**config.mk**
```make
export PLATFORM = sky130hd
export DESIGN_NAME = ps2_host_tx
export DESIGN_NICKNAME = d
export VERILOG_FILES = /design/src/rtl/ps2_pkg.sv /design/src/rtl/ps2_line_filter.sv /design/src/rtl/ps2_host_tx.sv
export SDC_FILE = /design/constraint.sdc
export NUM_CORES = 1
export LEC_CHECK = 0
export BUFFER_PORTS_ARGS = -buffer_cell sky130_fd_sc_hd__buf_2
export CORE_MARGIN = 4
export CORE_UTILIZATION = 44
export DETAILED_ROUTE_END_ITERATION = 10
export SYNTH_ARGS = -nofsm -noshare
export SYNTH_HDL_FRONTEND = slang
export SYNTH_SLANG_ARGS = --single-unit
```
**constraint.sdc**
```tcl
create_clock -name CLK -period 3.2 [get_ports CLK]
set_clock_uncertainty 0.2 [all_clocks]
set_input_delay 0.64 -clock CLK [delete_from_list [all_inputs] [get_ports CLK]]
set_output_delay 0.64 -clock CLK [all_outputs]
set_load 0.02 [all_outputs]
```
**src/rtl/ps2_pkg.sv**
```systemverilog
// Shared PS/2 definitions: host-transmit state encoding, default timing constants
// and the odd-parity helper.
package ps2_pkg;

    typedef enum logic [2:0] {
        ST_IDLE,
        ST_INHIBIT,
        ST_REQ,
        ST_SHIFT,
        ST_PARITY,
        ST_STOP,
        ST_ACK,
        ST_RELEASE
    } ps2_state_e;

    localparam int PS2_INHIBIT_CYCLES = 4000;    // >= 100 us at 40 MHz
    localparam int PS2_TIMEOUT_CYCLES = 600000;  // ~15 ms at 40 MHz

    function automatic logic odd_parity(input logic [7:0] b);
        return ~^b;
    endfunction

endpackage

```
**src/rtl/ps2_line_filter.sv**
```systemverilog
// One PS/2 line: 2-FF synchronizer, then accept a level change only after
// FILTER_LEN consecutive samples disagree with the current output.
module ps2_line_filter #(
    parameter int FILTER_LEN = 8
) (
    input  logic clk_i,
    input  logic rst_ni,
    input  logic din_i,
    output logic dout_o
);

    localparam int CW = (FILTER_LEN > 1) ? $clog2(FILTER_LEN) : 1;

    logic [1:0]    sync_q;
    logic [CW-1:0] cnt_q;
    logic          out_q;

    always_ff @(posedge clk_i or negedge rst_ni) begin
        if (!rst_ni) begin
            sync_q <= 2'b11;
            cnt_q  <= '0;
            out_q  <= 1'b1;
        end else begin
            sync_q <= {sync_q[0], din_i};
            if (sync_q[1] == out_q) begin
                cnt_q <= '0;
            end else if (cnt_q == CW'(FILTER_LEN - 1)) begin
                out_q <= sync_q[1];
                cnt_q <= '0;
            end else begin
                cnt_q <= cnt_q + 1'b1;
            end
        end
    end

    assign dout_o = out_q;

endmodule

```
**src/rtl/ps2_host_tx.sv**
```systemverilog
// PS/2 host-to-device command transmitter: inhibit, request-to-send, clock out
// 8 data bits + odd parity on device clock falls, check the device ACK.
module ps2_host_tx
    import ps2_pkg::*;
#(
    parameter int INHIBIT_CYCLES = PS2_INHIBIT_CYCLES,
    parameter int TIMEOUT_CYCLES = PS2_TIMEOUT_CYCLES,
    parameter int FILTER_LEN     = 8
) (
    input  logic       CLK,
    input  logic       nRESET,
    input  logic [7:0] DATA_IN,
    input  logic       SEND,
    input  logic       PS2_CLK_IN,
    input  logic       PS2_DATA_IN,
    output logic       PS2_CLK_OE,
    output logic       PS2_DATA_OE,
    output logic       BUSY,
    output logic       DONE,
    output logic       ERROR
);

    localparam int CMAX  = (INHIBIT_CYCLES > TIMEOUT_CYCLES) ? INHIBIT_CYCLES : TIMEOUT_CYCLES;
    localparam int CNT_W = $clog2(CMAX + 1);

    logic clk_f, data_f, clk_f_q, fall;

    ps2_line_filter #(.FILTER_LEN(FILTER_LEN)) u_clk_filt (
        .clk_i(CLK), .rst_ni(nRESET), .din_i(PS2_CLK_IN), .dout_o(clk_f)
    );
    ps2_line_filter #(.FILTER_LEN(FILTER_LEN)) u_data_filt (
        .clk_i(CLK), .rst_ni(nRESET), .din_i(PS2_DATA_IN), .dout_o(data_f)
    );

    always_ff @(posedge CLK or negedge nRESET) begin
        if (!nRESET) clk_f_q <= 1'b1;
        else         clk_f_q <= clk_f;
    end

    assign fall = clk_f_q & ~clk_f;

    ps2_state_e       state_q;
    logic [CNT_W-1:0] cnt_q;
    logic [2:0]       bit_q;
    logic [7:0]       sh_q;
    logic             par_q, ack_q;
    logic             clk_oe_q, data_oe_q, busy_q, done_q, err_q;

    always_ff @(posedge CLK or negedge nRESET) begin
        if (!nRESET) begin
            state_q   <= ST_IDLE;
            cnt_q     <= '0;
            bit_q     <= '0;
            sh_q      <= '0;
            par_q     <= 1'b0;
            ack_q     <= 1'b0;
            clk_oe_q  <= 1'b0;
            data_oe_q <= 1'b0;
            busy_q    <= 1'b0;
            done_q    <= 1'b0;
            err_q     <= 1'b0;
        end else begin
            done_q <= 1'b0;
            case (state_q)
                ST_IDLE: begin
                    clk_oe_q  <= 1'b0;
                    data_oe_q <= 1'b0;
                    busy_q    <= 1'b0;
                    if (SEND) begin
                        sh_q     <= DATA_IN;
                        par_q    <= odd_parity(DATA_IN);
                        err_q    <= 1'b0;
                        ack_q    <= 1'b0;
                        cnt_q    <= '0;
                        clk_oe_q <= 1'b1;
                        busy_q   <= 1'b1;
                        state_q  <= ST_INHIBIT;
                    end
                end
                ST_INHIBIT: begin
                    cnt_q <= cnt_q + 1'b1;
                    // start bit goes low one cycle before the clock is released
                    if (cnt_q == CNT_W'(INHIBIT_CYCLES - 2)) data_oe_q <= 1'b1;
                    if (cnt_q == CNT_W'(INHIBIT_CYCLES - 1)) begin
                        cnt_q     <= '0;
                        clk_oe_q  <= 1'b0;
                        data_oe_q <= 1'b1;
                        state_q   <= ST_REQ;
                    end
                end
                ST_REQ, ST_SHIFT, ST_PARITY, ST_STOP, ST_ACK: begin
                    cnt_q <= cnt_q + 1'b1;
                    if (cnt_q == CNT_W'(TIMEOUT_CYCLES - 1)) begin
                        clk_oe_q  <= 1'b0;
                        data_oe_q <= 1'b0;
                        err_q     <= 1'b1;
                        done_q    <= 1'b1;
                        state_q   <= ST_RELEASE;
                    end else begin
                        case (state_q)
                            ST_REQ: if (fall) begin
                                bit_q     <= '0;
                                data_oe_q <= ~sh_q[0];
                                state_q   <= ST_SHIFT;
                            end
                            ST_SHIFT: if (fall) begin
                                if (bit_q == 3'd7) begin
                                    data_oe_q <= ~par_q;
                                    state_q   <= ST_PARITY;
                                end else begin
                                    bit_q     <= bit_q + 3'd1;
                                    data_oe_q <= ~sh_q[bit_q + 3'd1];
                                end
                            end
                            ST_PARITY: if (fall) begin
                                data_oe_q <= 1'b0;
                                state_q   <= ST_STOP;
                            end
                            ST_STOP: if (fall) begin
                                ack_q   <= ~data_f;
                                state_q <= ST_ACK;
                            end
                            ST_ACK: if (clk_f && data_f) begin
                                done_q  <= 1'b1;
                                err_q   <= ~ack_q;
                                state_q <= ST_RELEASE;
                            end
                            default: ;
                        endcase
                    end
                end
                ST_RELEASE: begin
                    clk_oe_q  <= 1'b0;
                    data_oe_q <= 1'b0;
                    busy_q    <= 1'b0;
                    state_q   <= ST_IDLE;
                end
                default: state_q <= ST_IDLE;
            endcase
        end
    end

    assign PS2_CLK_OE  = clk_oe_q;
    assign PS2_DATA_OE = data_oe_q;
    assign BUSY        = busy_q;
    assign DONE        = done_q;
    assign ERROR       = err_q;

endmodule

```
==> results of run 1 <==
sequential cells by signal, summed over array words and instances (netlist names):
register,flops
BUSY,1
DONE,1
ERROR,1
PS2_CLK_OE,1
PS2_DATA_OE,1
ack_q,1
bit_q,3
clk_f_q,1
cnt_q,20
par_q,1
sh_q,8
state_q,3
u_clk_filt.cnt_q,3
u_clk_filt.dout_o,1
u_clk_filt.sync_q,2
u_data_filt.cnt_q,3
u_data_filt.dout_o,1
u_data_filt.sync_q,2
synth_stat cells (2+ instances only):
cell | instances | share of area, %
nor2_1 | 29 | 3.8
and2_1 | 2 | 0.44
buf_2 | 3 | 0.53
nor3b_1 | 2 | 0.53
nor3_1 | 11 | 1.9
and3_1 | 3 | 0.66
dfrtp_1 | 47 | 42
a211oi_1 | 3 | 0.80
nor4_1 | 3 | 0.66
inv_1 | 5 | 0.66
a2111oi_0 | 2 | 0.62
nand4_1 | 7 | 1.5
ha_1 | 8 | 3.5
xor2_1 | 15 | 4.6
dfstp_2 | 7 | 6.5
o21ai_0 | 9 | 1.6
nand3_1 | 6 | 1.1
a21oi_1 | 2 | 0.35
nand2_1 | 25 | 3.3
nor4_2 | 3 | 1.3
mux4_2 | 2 | 1.6
xnor2_1 | 12 | 3.7
nand2b_1 | 4 | 0.88
a21o_1 | 4 | 1.1
nor2b_1 | 5 | 1.1
clkbuf_1 | 7 | 0.93
mux2_2 | 14 | 5.6
a22o_1 | 2 | 0.62
a211o_1 | 3 | 0.93
kinds of logic (layout without fill, tap and decap cells):
family / after synthesis / count (layout) / synth area share (%)
DFF: 54 / 54 / 48.0
xor gates and xnor gates: 27 / 27 / 8.35
and+or+nand+nor: 110 / 110 / 20.7
muxes: 16 / 16 / 7.16
adders and majority gates: 8 / 8 / 3.54
buffers and inverters: 16 / 33 / 2.25
AOI/OAI and AO/OA: 38 / 38 / 9.94
path summary, 6_finish.rpt:
kind | start | endpoint
worst max-delay path | bit_q[0]$_DFFE_PN0P_ | PS2_DATA_OE$_DFFE_PN0P_
worst min-delay path | nRESET | cnt_q[6]$_DFFE_PN0P_
worst max register to register | bit_q[0]$_DFFE_PN0P_ | PS2_DATA_OE$_DFFE_PN0P_
worst min register to register | u_clk_filt.sync_q[0]$_DFF_PN1_ | u_clk_filt.sync_q[1]$_DFF_PN1_
max in group asynchronous | nRESET | u_clk_filt.sync_q[0]$_DFF_PN1_
min in group CLK | u_clk_filt.sync_q[0]$_DFF_PN1_ | u_clk_filt.sync_q[1]$_DFF_PN1_
worst register-to-register path, stage by stage (launching register included):
cell and delay (ns):
dfrtp_1 0.46, ha_1 0.23, ha_1 0.32, mux4_2 0.29, nor2b_1 0.13, a2111oi_0 0.46
o311a_1 0.20, o22a_1 0.13
where the power goes:
part / internal, mW / switching, mW / leakage (nW)
clock: 0.258 / 0.225 / 0.0618
sequential: 0.751 / 0.0418 / 0.689
combinational: 0.0758 / 0.0799 / 0.626
total: 1.08 / 0.346 / 1.38
cell type report:
class / count / area share (%)
Clock buffer: 6 / 2.65
Multi-Input combinational cell: 199 / 45.1
Timing Repair Buffer: 20 / 3.85
Inverter: 5 / 0.601
Tap cell: 75 / 3.01
Clock inverter: 2 / 1.24
Sequential cell: 54 / 43.6
through the flow:
stage	hold slack, ns	cell area (um2)	setup WS [ns]	instances	power [mW]
5_1_grt	0.166	3120	0.559	361	1.52
2_1_floorplan	0.144	2830	0.950	269	0.904
6_report	0.132	3120	0.733	361	1.43
3_3_place_gp	0.146	3000	0.703	353	0.960
3_5_place_dp	0.147	3000	0.736	353	0.966
4_1_cts	0.145	3120	0.704	361	1.46
metal layers:
metal  track usage (%)  up-vias  part of all wire, %
li1                  -      989                    -
met1              21.5      965                   48
met2              24.4       41                   46
met3              3.45        6                  4.5
met4              4.53        0                  1.2
met5                 0        -                    0
==> qor.csv, run 1 <==
stage,metric,value,unit
run_status,outcome,finished clean,
final_layout,regArea,1360,um2
place,gp_congestion,0.844,
logic_synthesis,synth.net_count,290,
critical_path,critPathBufInv,0,
floorplanning,rows,28,
critical_path,slowest_stage,dfrtp_1,
sta,timing.slew.headroom,53.9,%
final_layout,drive_gt1_share,20.6,%
sta,setup_viol_count_final,0,
critical_path,crit_fanout,5,
place,dpl.hpwl,3870,um
grt,grt_overflow,0,
logic_synthesis,synth-main-ff-cell,dfrtp_1,
critical_path,cp.depth,7,
critical_path,arrival,2.51,ns
sta,hold_viol_final,0,
final_layout,post-route-util,51.2,%
cts,cts_num_sinks,54,
sta,totalNegativeSetupSlack,0,ns
logic_synthesis,synth_seq_cells,54,
grt,antenna_found_initial,0,
floorplanning,core,6100,um2
logic_synthesis,syn_area_per_cell,10.5,um2
final_layout,synthToLayoutAreaGrowth,10.3,%
critical_path,critPathMostFrequentCell,ha_1,
final_layout,diodes,0,
floorplanning,die-width,88.2,um
logic_synthesis,synth_warnings,0,
grt,track_usage,15.5,%
cts,postCtsSetupBuffers,0,
cts,clkTransAtPathRegs,0.10,ns
floorplanning,fp.dieH,88.2,um
cts,cts_root_buf,clkbuf_8,
logic_synthesis,syn_inst,269,
cts,numCtsBuffers,5,
sta,rsz0062_at_grt,false,
critical_path,worstPathRequired,3.24,ns
sta,worstMarginPinSlew,0.686,ns
grt,grt_pass1_wl,9540,um
logic_synthesis,synth-edff-count,0,
route,drt_pre_antenna_iters,4,
cts,cts.htree.levels,2,
route,wl_per_cell,14.7,um
power,vdd_drop_max,0.282,mV
logic_synthesis,synth_area,2830,um2
route,vias,2001,
critical_path,crit_path_start_kind,flip-flop,
floorplanning,io_pins,18,
final_layout,layout_common_cells,"dfrtp_1 (47), nor2_1 (29), nand2_1 (25)",
sta,period_needed,2.47,ns
critical_path,path_delay_family,compound AO/OA/AOI/OAI gates,
critical_path,crit_type,flip-flop to flip-flop,
sta,fmax,405,MHz
power,p_leak,1.38,nW
final_layout,nNetsFinal,306,
sta,fin_crit_sh,77.1,%
grt,grt_max_degree,31,
cts,cts_resized,0,
floorplanning,start_util,46.4,%
route,remaining_drc_errors,0,
cts,cts_tree,yes,
logic_synthesis,async_reset_ff_share,100,%
route,wirelength,5300,um
run,drv_cap,0,
logic_synthesis,yosysSeqAreaShare,48.0,%
sta,drv_slew,0,
min_path,hold_path.class,primary input to asynchronous set/reset pin,
final_layout,final_common_cell,dfrtp_1,
cts,clk_latency,0.30,ns
critical_path,rrSetupSlack,0.73,ns
final_layout,multi_input_area,1410,um2
logic_synthesis,ys_types,53,
critical_path,timing.critical_path.slowest_cell_delay,0.46,ns
critical_path,r2r_cells,7,
floorplanning,die_area,7780,um2
place,io_buffer_count,17,
critical_path,endpoint_kind,flip-flop,
power,power_density,458,nW/um2
final_layout,fillCellCount,571,
route,ant_nets,0,
cts,cts_buffer_depth,2,
grt,grt_pass1_vias,2008,
cts,holdBufCountCts,0,
route,vias_per_cell,5.54,
critical_path,worstPathCellList,ha_1 -> ha_1 -> mux4_2 -> nor2b_1 -> a2111oi_0 -> o311a_1 -> o22a_1,
route,first_iter_violations,162,
No activity file was read; power rests on OpenSTA's default activity.
==> inputs of run 2 (changes only) <==
--- a/config.mk
+++ b/config.mk
@@ -5,6 +5,7 @@
 export SDC_FILE = /design/constraint.sdc
 export NUM_CORES = 1
 export LEC_CHECK = 0
+export ABC_AREA = 1
 export BUFFER_PORTS_ARGS = -buffer_cell sky130_fd_sc_hd__buf_2
 export CORE_MARGIN = 4
 export CORE_UTILIZATION = 44
==> constraint.sdc (replaced) <==
create_clock -name CLK -period 2.2 [get_ports CLK]
set_clock_uncertainty 0.2 [all_clocks]
set_input_delay 0.44 -clock CLK [delete_from_list [all_inputs] [get_ports CLK]]
set_output_delay 0.44 -clock CLK [all_outputs]
set_load 0.02 [all_outputs]
==> qor.csv, run 2 <==
stage,metric,value,unit
logic_synthesis,synth.area.top_cells,"dfrtp_1 (39%), nand2_1 (11%), nor2_1 (7.6%)",
logic_synthesis,synth_area,3030,um2
grt,grt_overflow,0,
final_layout,regMostFlops,cnt_q,
cts,clk_latency,0.31,ns
sta,whs,0.0211,ns
cts,cts_root_buf,clkbuf_8,
logic_synthesis,synthXorXnorAreaFrac,3.47,%
logic_synthesis,synth_warnings,0,
logic_synthesis,synth_top_area_share,38.8,%
floorplanning,io_pins,18,
sta,fmax,493,MHz
grt,track_usage,16.7,%
cts,cts.htree.levels,2,
route,vias_per_cell,5.13,
sta,rsz0062_at_grt,true,
critical_path,timing.critical_path.slowest_cell_delay,0.40,ns
final_layout,nNetsFinal,446,
logic_synthesis,synth_seq_cells,54,
critical_path,crit_fanout,9,
final_layout,final_common_cell,nand2_1,
place,io_buffer_count,17,
floorplanning,core,6530,um2
floorplanning,rows,29,
route,wl_per_cell,12.9,um
critical_path,endpoint_kind,flip-flop,
logic_synthesis,synth_mux_area_share,1.11,%
critical_path,critPathBufInv,1,
sta,worstMarginPinSlew,0.498,ns
cts,cts_num_sinks,54,
critical_path,path_delay_family,simple AND/OR/NAND/NOR gates,
cts,clkTransAtPathRegs,0.09,ns
floorplanning,fp.dieH,91.0,um
final_layout,reg_top3,"cnt_q (20), sh_q (8)",
place,dpl.hpwl,4740,um
cts,numCtsBuffers,5,
grt,antenna_found_initial,0,
route,vias,2581,
logic_synthesis,synth_top_family_by_area,simple AND/OR/NAND/NOR gates,
logic_synthesis,ys_types,31,
logic_synthesis,synth.net_count,415,
critical_path,slowest_stage,dfrtp_1,
sta,period_needed,2.03,ns
route,drt_pre_antenna_iters,4,
final_layout,largest_reg_flops,20,
critical_path,crit_type,flip-flop to flip-flop,
sta,setup_viol_count_final,0,
floorplanning,die-width,91.0,um
power,vdd_drop_max,0.567,mV
floorplanning,start_util,46.4,%
power,p_leak,1.60,nW
grt,grt_pass1_wl,11400,um
logic_synthesis,syn_area_per_cell,7.69,um2
cts,cts_tree,yes,
route,wirelength,6480,um
logic_synthesis,synth-main-ff-cell,dfrtp_1,
place,gp_congestion,0.914,
critical_path,arrival,2.03,ns
final_layout,post-route-util,52.1,%
logic_synthesis,syn_inst,394,
power,power_density,1040,nW/um2
run_status,outcome,finished clean,
final_layout,synthToLayoutAreaGrowth,12.2,%
logic_synthesis,synth_common_cells,"nand2_1 (86), nor2_1 (61), inv_1 (49)",
logic_synthesis,synth.most_common_cell,nand2_1,
floorplanning,die_area,8280,um2
final_layout,drive_gt1_share,15.5,%
final_layout,diodes,0,
grt,grt_max_degree,55,
logic_synthesis,synth_fa_ha_area_share,3.30,%
cts,cts_buffer_depth,2,
logic_synthesis,synth-simple-area-share,30.7,%
logic_synthesis,yosys.area.top_type,dfrtp_1,
run,drv_cap,0,
sta,drv_slew,0,
route,remaining_drc_errors,0,
final_layout,layout_common_cells,"nand2_1 (85), nor2_1 (61), inv_1 (49)",
logic_synthesis,synth_compound_area_share,8.67,%
critical_path,worstPathCellList,ha_1 -> inv_1 -> nor3_2 -> nand3_2 -> nand2_2 -> o21ai_0 -> nand2_1 -> o21ai_0,
sta,hold_viol_final,0,
critical_path,worstPathRequired,2.20,ns
logic_synthesis,yosysSeqAreaShare,44.9,%
route,ant_nets,0,
critical_path,critPathMostFrequentCell,o21ai_0,
sta,fin_crit_sh,92.2,%
logic_synthesis,synth-edff-count,0,
min_path,hold_path.class,primary input to flip-flop,
final_layout,fillCellCount,640,
logic_synthesis,async_reset_ff_share,100,%
sta,timing.slew.headroom,66.7,%
critical_path,crit_path_start_kind,flip-flop,
route,first_iter_violations,162,
grt,grt_pass1_vias,2585,
[run 2: cell types whose count changed after synthesis, moves of 9 or more]
cell     change
xor2_1      -11
mux2_2      -11
a21oi_1     +13
nand3_1     +14
inv_1       +44
nor2_1      +32
nor3_1       +9
nand2_1     +61
o21ai_0     +16
[run 2: layout make-up]
class                   count  area [um2]  area share, %
multi-input cells         281        1450           42.5
flip-flops and latches     54        1360           40.0
repair buffers             29         205           6.03
inverters                  54         203           5.96
well taps                  77        96.3           2.83
clock buffers               7        86.3           2.54
clock inverters             1        5.00          0.147
[run 2: repair_timing]
item / CTS / global route
gates resized for setup: 0 / 3
hold buffers: 1 / 1
buffers inserted: 0 / 1
setup endpoints to repair: 0 / 20
endpoints found under the hold margin: 47 / 1
[run 2: worst paths after layout]
check | start | end | slack [ns] | cells past startpoint
hold / removal | PS2_CLK_IN | u_clk_filt.sync_q[0]$_DFF_PN1_ | 0.02 | 1
setup / recovery | cnt_q[1]$_DFFE_PN0P_ | ack_q$_DFFE_PN0P_ | 0.17 | 8
min in group asynchronous | nRESET | u_clk_filt.cnt_q[2]$_DFF_PN0_ | 0.46 | 3
hold reg to reg | u_data_filt.sync_q[0]$_DFF_PN1_ | u_data_filt.sync_q[1]$_DFF_PN1_ | 0.16 | 0
max in group asynchronous | nRESET | u_data_filt.sync_q[0]$_DFF_PN1_ | 1.05 | 3
setup reg to reg | cnt_q[1]$_DFFE_PN0P_ | ack_q$_DFFE_PN0P_ | 0.17 | 8
[run 2: power breakdown]
part	internal [mW]	total, mW	switching, mW	leakage, nW
sequential	1.26	1.43	0.162	0.685
combinational	0.561	1.53	0.970	0.867
clock	0.255	0.589	0.334	0.0482
[run 2: kinds of logic after synthesis]
group,after synthesis
simple gates,210
buf+inv,59
flops,54
compound gates,48
xor+xnor,12
fa+ha+maj,8
mux,3
[run 2: worst register-to-register path, delay by kind of cell, from the launching register on]
kind,cells,cell delay (ns)
compound gates,2,0.18
fa+ha+maj,1,0.25
buf+inv,1,0.09
flops,1,0.40
simple gates,4,0.80
[run 2: routing by layer]
layer  wire length (um)  share of wire, %  GRT usage (%)
met1               3070                47           21.7
met2               3030                47           27.3
met3                234               3.6           2.98
met4                144               2.2           7.29
met5                  0                 0              0
[run 2: stage by stage]
stage	power [mW]	setup slack (ns)	area, um2	setup TNS, ns	cells
CTS	3.49	0.0490	3360	0	501
detailed placement	2.90	0.0684	3260	0	492
finish	3.55	0.171	3400	0	503
floorplan	2.55	0.379	3030	0	394
global placement	2.88	0.0240	3260	0	492
global route	3.89	-0.0180	3400	-0.0180	503
==> inputs of run 3 (changes only) <==
--- a/config.mk
+++ b/config.mk
@@ -7,7 +7,7 @@
 export LEC_CHECK = 0
 export ABC_AREA = 1
 export BUFFER_PORTS_ARGS = -buffer_cell sky130_fd_sc_hd__buf_2
-export CORE_MARGIN = 4
+export CORE_MARGIN = 2
 export CORE_UTILIZATION = 44
 export DETAILED_ROUTE_END_ITERATION = 10
 export SYNTH_ARGS = -nofsm -noshare
==> qor.csv, run 3 (synthesis gave the netlist of run 2 again) <==
stage,metric,value,unit
critical_path,r2r_cells,8,
place,dp.cells,497,
power,p_comb_share,44.2,%
critical_path,cp-startpoint,cnt_q[1]$_DFFE_PN0P_,
place,placed_area,3280,um2
critical_path,timing.critical_path.slowest_cell_delay,0.40,ns
critical_path,worstPathCellList,ha_1 -> inv_1 -> nor3_2 -> nand3_2 -> buf_4 -> nand3_1 -> nand2_1 -> a22o_1,
sta,rsz0062_at_grt,false,
grt,grt_pass1_vias,2524,
grt,grt_pass1_wl,11400,um
route,wl_per_cell,12.6,um
final_layout,finalNonFillerCells,511,
power,seq_power_share,40.0,%
power,power_density,1040,nW/um2
critical_path,arrival,1.99,ns
floorplanning,fp.dieH,87.0,um
power,p_sw,1.46,mW
critical_path,slowest_stage,dfrtp_1,
grt,track_usage,18.9,%
sta,drv_slew,0,
final_layout,nNetsFinal,451,
critical_path,r2r-end,ERROR$_DFFE_PN0P_,
sta,fmax,502,MHz
route,first_iter_violations,152,
place,gp_congestion,0.891,
final_layout,design_area,3440,um2
route,vias_per_cell,5.10,
cts,numCtsBuffers,5,
place,io_buffer_count,17,
critical_path,r2r-start,cnt_q[1]$_DFFE_PN0P_,
critical_path,rrSetupSlack,0.21,ns
sta,fin_crit_sh,90.5,%
power,netSwitchingFraction,40.8,%
floorplanning,core,6720,um2
min_path,whs_endpoint,u_clk_filt.sync_q[0]$_DFF_PN1_,
final_layout,drive_gt1_share,16.2,%
sta,setup_viol_count_final,0,
floorplanning,start_util,45.1,%
sta,worstMarginPinSlew,0.443,ns
grt,grt_overflow,0,
route,remaining_drc_errors,0,
power,p_int,2.11,mW
cts,cts.htree.levels,2,
power,vdd_drop_max,0.706,mV
critical_path,crit_path_start_kind,flip-flop,
grt,antenna_found_initial,0,
final_layout,reg_top3,"cnt_q (20), sh_q (8)",
final_layout,final_common_cell,nand2_1,
cts,clk_latency,0.30,ns
grt,grt_max_degree,42,
critical_path,critPathBufInv,2,
cts,cts_root_buf,clkbuf_8,
sta,period_needed,1.99,ns
critical_path,crit_fanout,6,
run,drv_cap,0,
critical_path,crit_type,flip-flop to flip-flop,
critical_path,endpoint_kind,flip-flop,
power,p_leak,1.62,nW
route,vias,2604,
place,dpl.hpwl,4880,um
final_layout,synthToLayoutAreaGrowth,13.5,%
cts,clkTransAtPathRegs,0.09,ns
final_layout,largest_reg_flops,20,
final_layout,layout_common_cells,"nand2_1 (86), nor2_1 (61), inv_1 (49)",
route,ant_nets,0,
sta,hold_viol_final,0,
power,p_clk_share,15.9,%
cts,cts_tree,yes,
min_path,hold_path.class,primary input to flip-flop,
run_status,outcome,finished clean,
floorplanning,die-width,87.0,um
route,wirelength,6440,um
cts,cts_buffer_depth,2,
min_path,holdPathStages,1,
sta,totalNegativeSetupSlack,0,ns
cts,cts_num_sinks,54,
final_layout,regMostFlops,cnt_q,
min_path,worstHoldStart,PS2_CLK_IN,
final_layout,diodes,0,
sta,timing.slew.headroom,70.4,%
floorplanning,die_area,7570,um2
critical_path,path_delay_family,simple AND/OR/NAND/NOR gates,
critical_path,worstPathRequired,2.20,ns
floorplanning,rows,30,
floorplanning,io_pins,18,
route,drt_pre_antenna_iters,4,
run 3: cell count changes in the layout (fill, tap and decap cells not counted):
cell	previous run	this run
nor3_1	18	19
nand2_1	85	86
nand2_2	4	3
nand3_1	20	19
buf_4	8	13
nor3_2	4	3
nand3_2	1	2
run 3: final cells by class:
cell class / count / area [um2]
fillers: 655 / 3280
clock buffers: 7 / 86.3
well taps: 80 / 100
multi-input cells: 281 / 1440
flip-flops and latches: 54 / 1360
inverters: 54 / 203
repair buffers: 34 / 243
clock inverters: 1 / 5.00
run 3: worst max-delay path by stage:
stage | end | slack, ns | cells past startpoint
floorplan | cnt_q[16]$_DFFE_PN0P_ | 0.38 | 7
global placement | ack_q$_DFFE_PN0P_ | 0.1 | 8
detailed placement | ack_q$_DFFE_PN0P_ | 0.08 | 8
CTS | ack_q$_DFFE_PN0P_ | 0.07 | 8
global route | state_q[2]$_DFFE_PN0P_ | 0.03 | 7
finish | ERROR$_DFFE_PN0P_ | 0.21 | 8
run 3: through the flow:
step	worst slack [ns]	power, mW	utilization (%)	hold slack, ns
2_1_floorplan	0.379	2.55	-	-0.0556
3_3_place_gp	0.0956	2.90	48.8	0.145
3_5_place_dp	0.0816	2.93	48.8	0.149
4_1_cts	0.0658	3.51	50.3	0.0159
5_1_grt	0.0265	3.92	51.2	0.0120
6_report	0.208	3.57	51.2	0.0296
run 3: power groups by stage:
stage	logic, mW	clock network (mW)	registers [mW]
2_1_floorplan	1.12	0	1.43
3_3_place_gp	1.47	0	1.44
3_5_place_dp	1.48	0	1.45
4_1_cts	1.49	0.588	1.43
5_1_grt	1.82	0.639	1.46
6_report	1.58	0.566	1.43
run 3: repair_timing:
action / CTS / global route
gates resized for setup: 0 / 2
hold endpoints to repair: 13 / 1
setup endpoints to repair: 0 / 21
hold buffers: 1 / 1
setup buffers: 0 / 4
run 3: metal layers:
metal	GRT usage [%]	vias to the layer above	share of wire, %
li1	-	1333	-
met1	25.7	1220	47
met2	31.3	42	48
met3	3.22	9	3.1
met4	5.11	0	1.5
met5	0	-	0
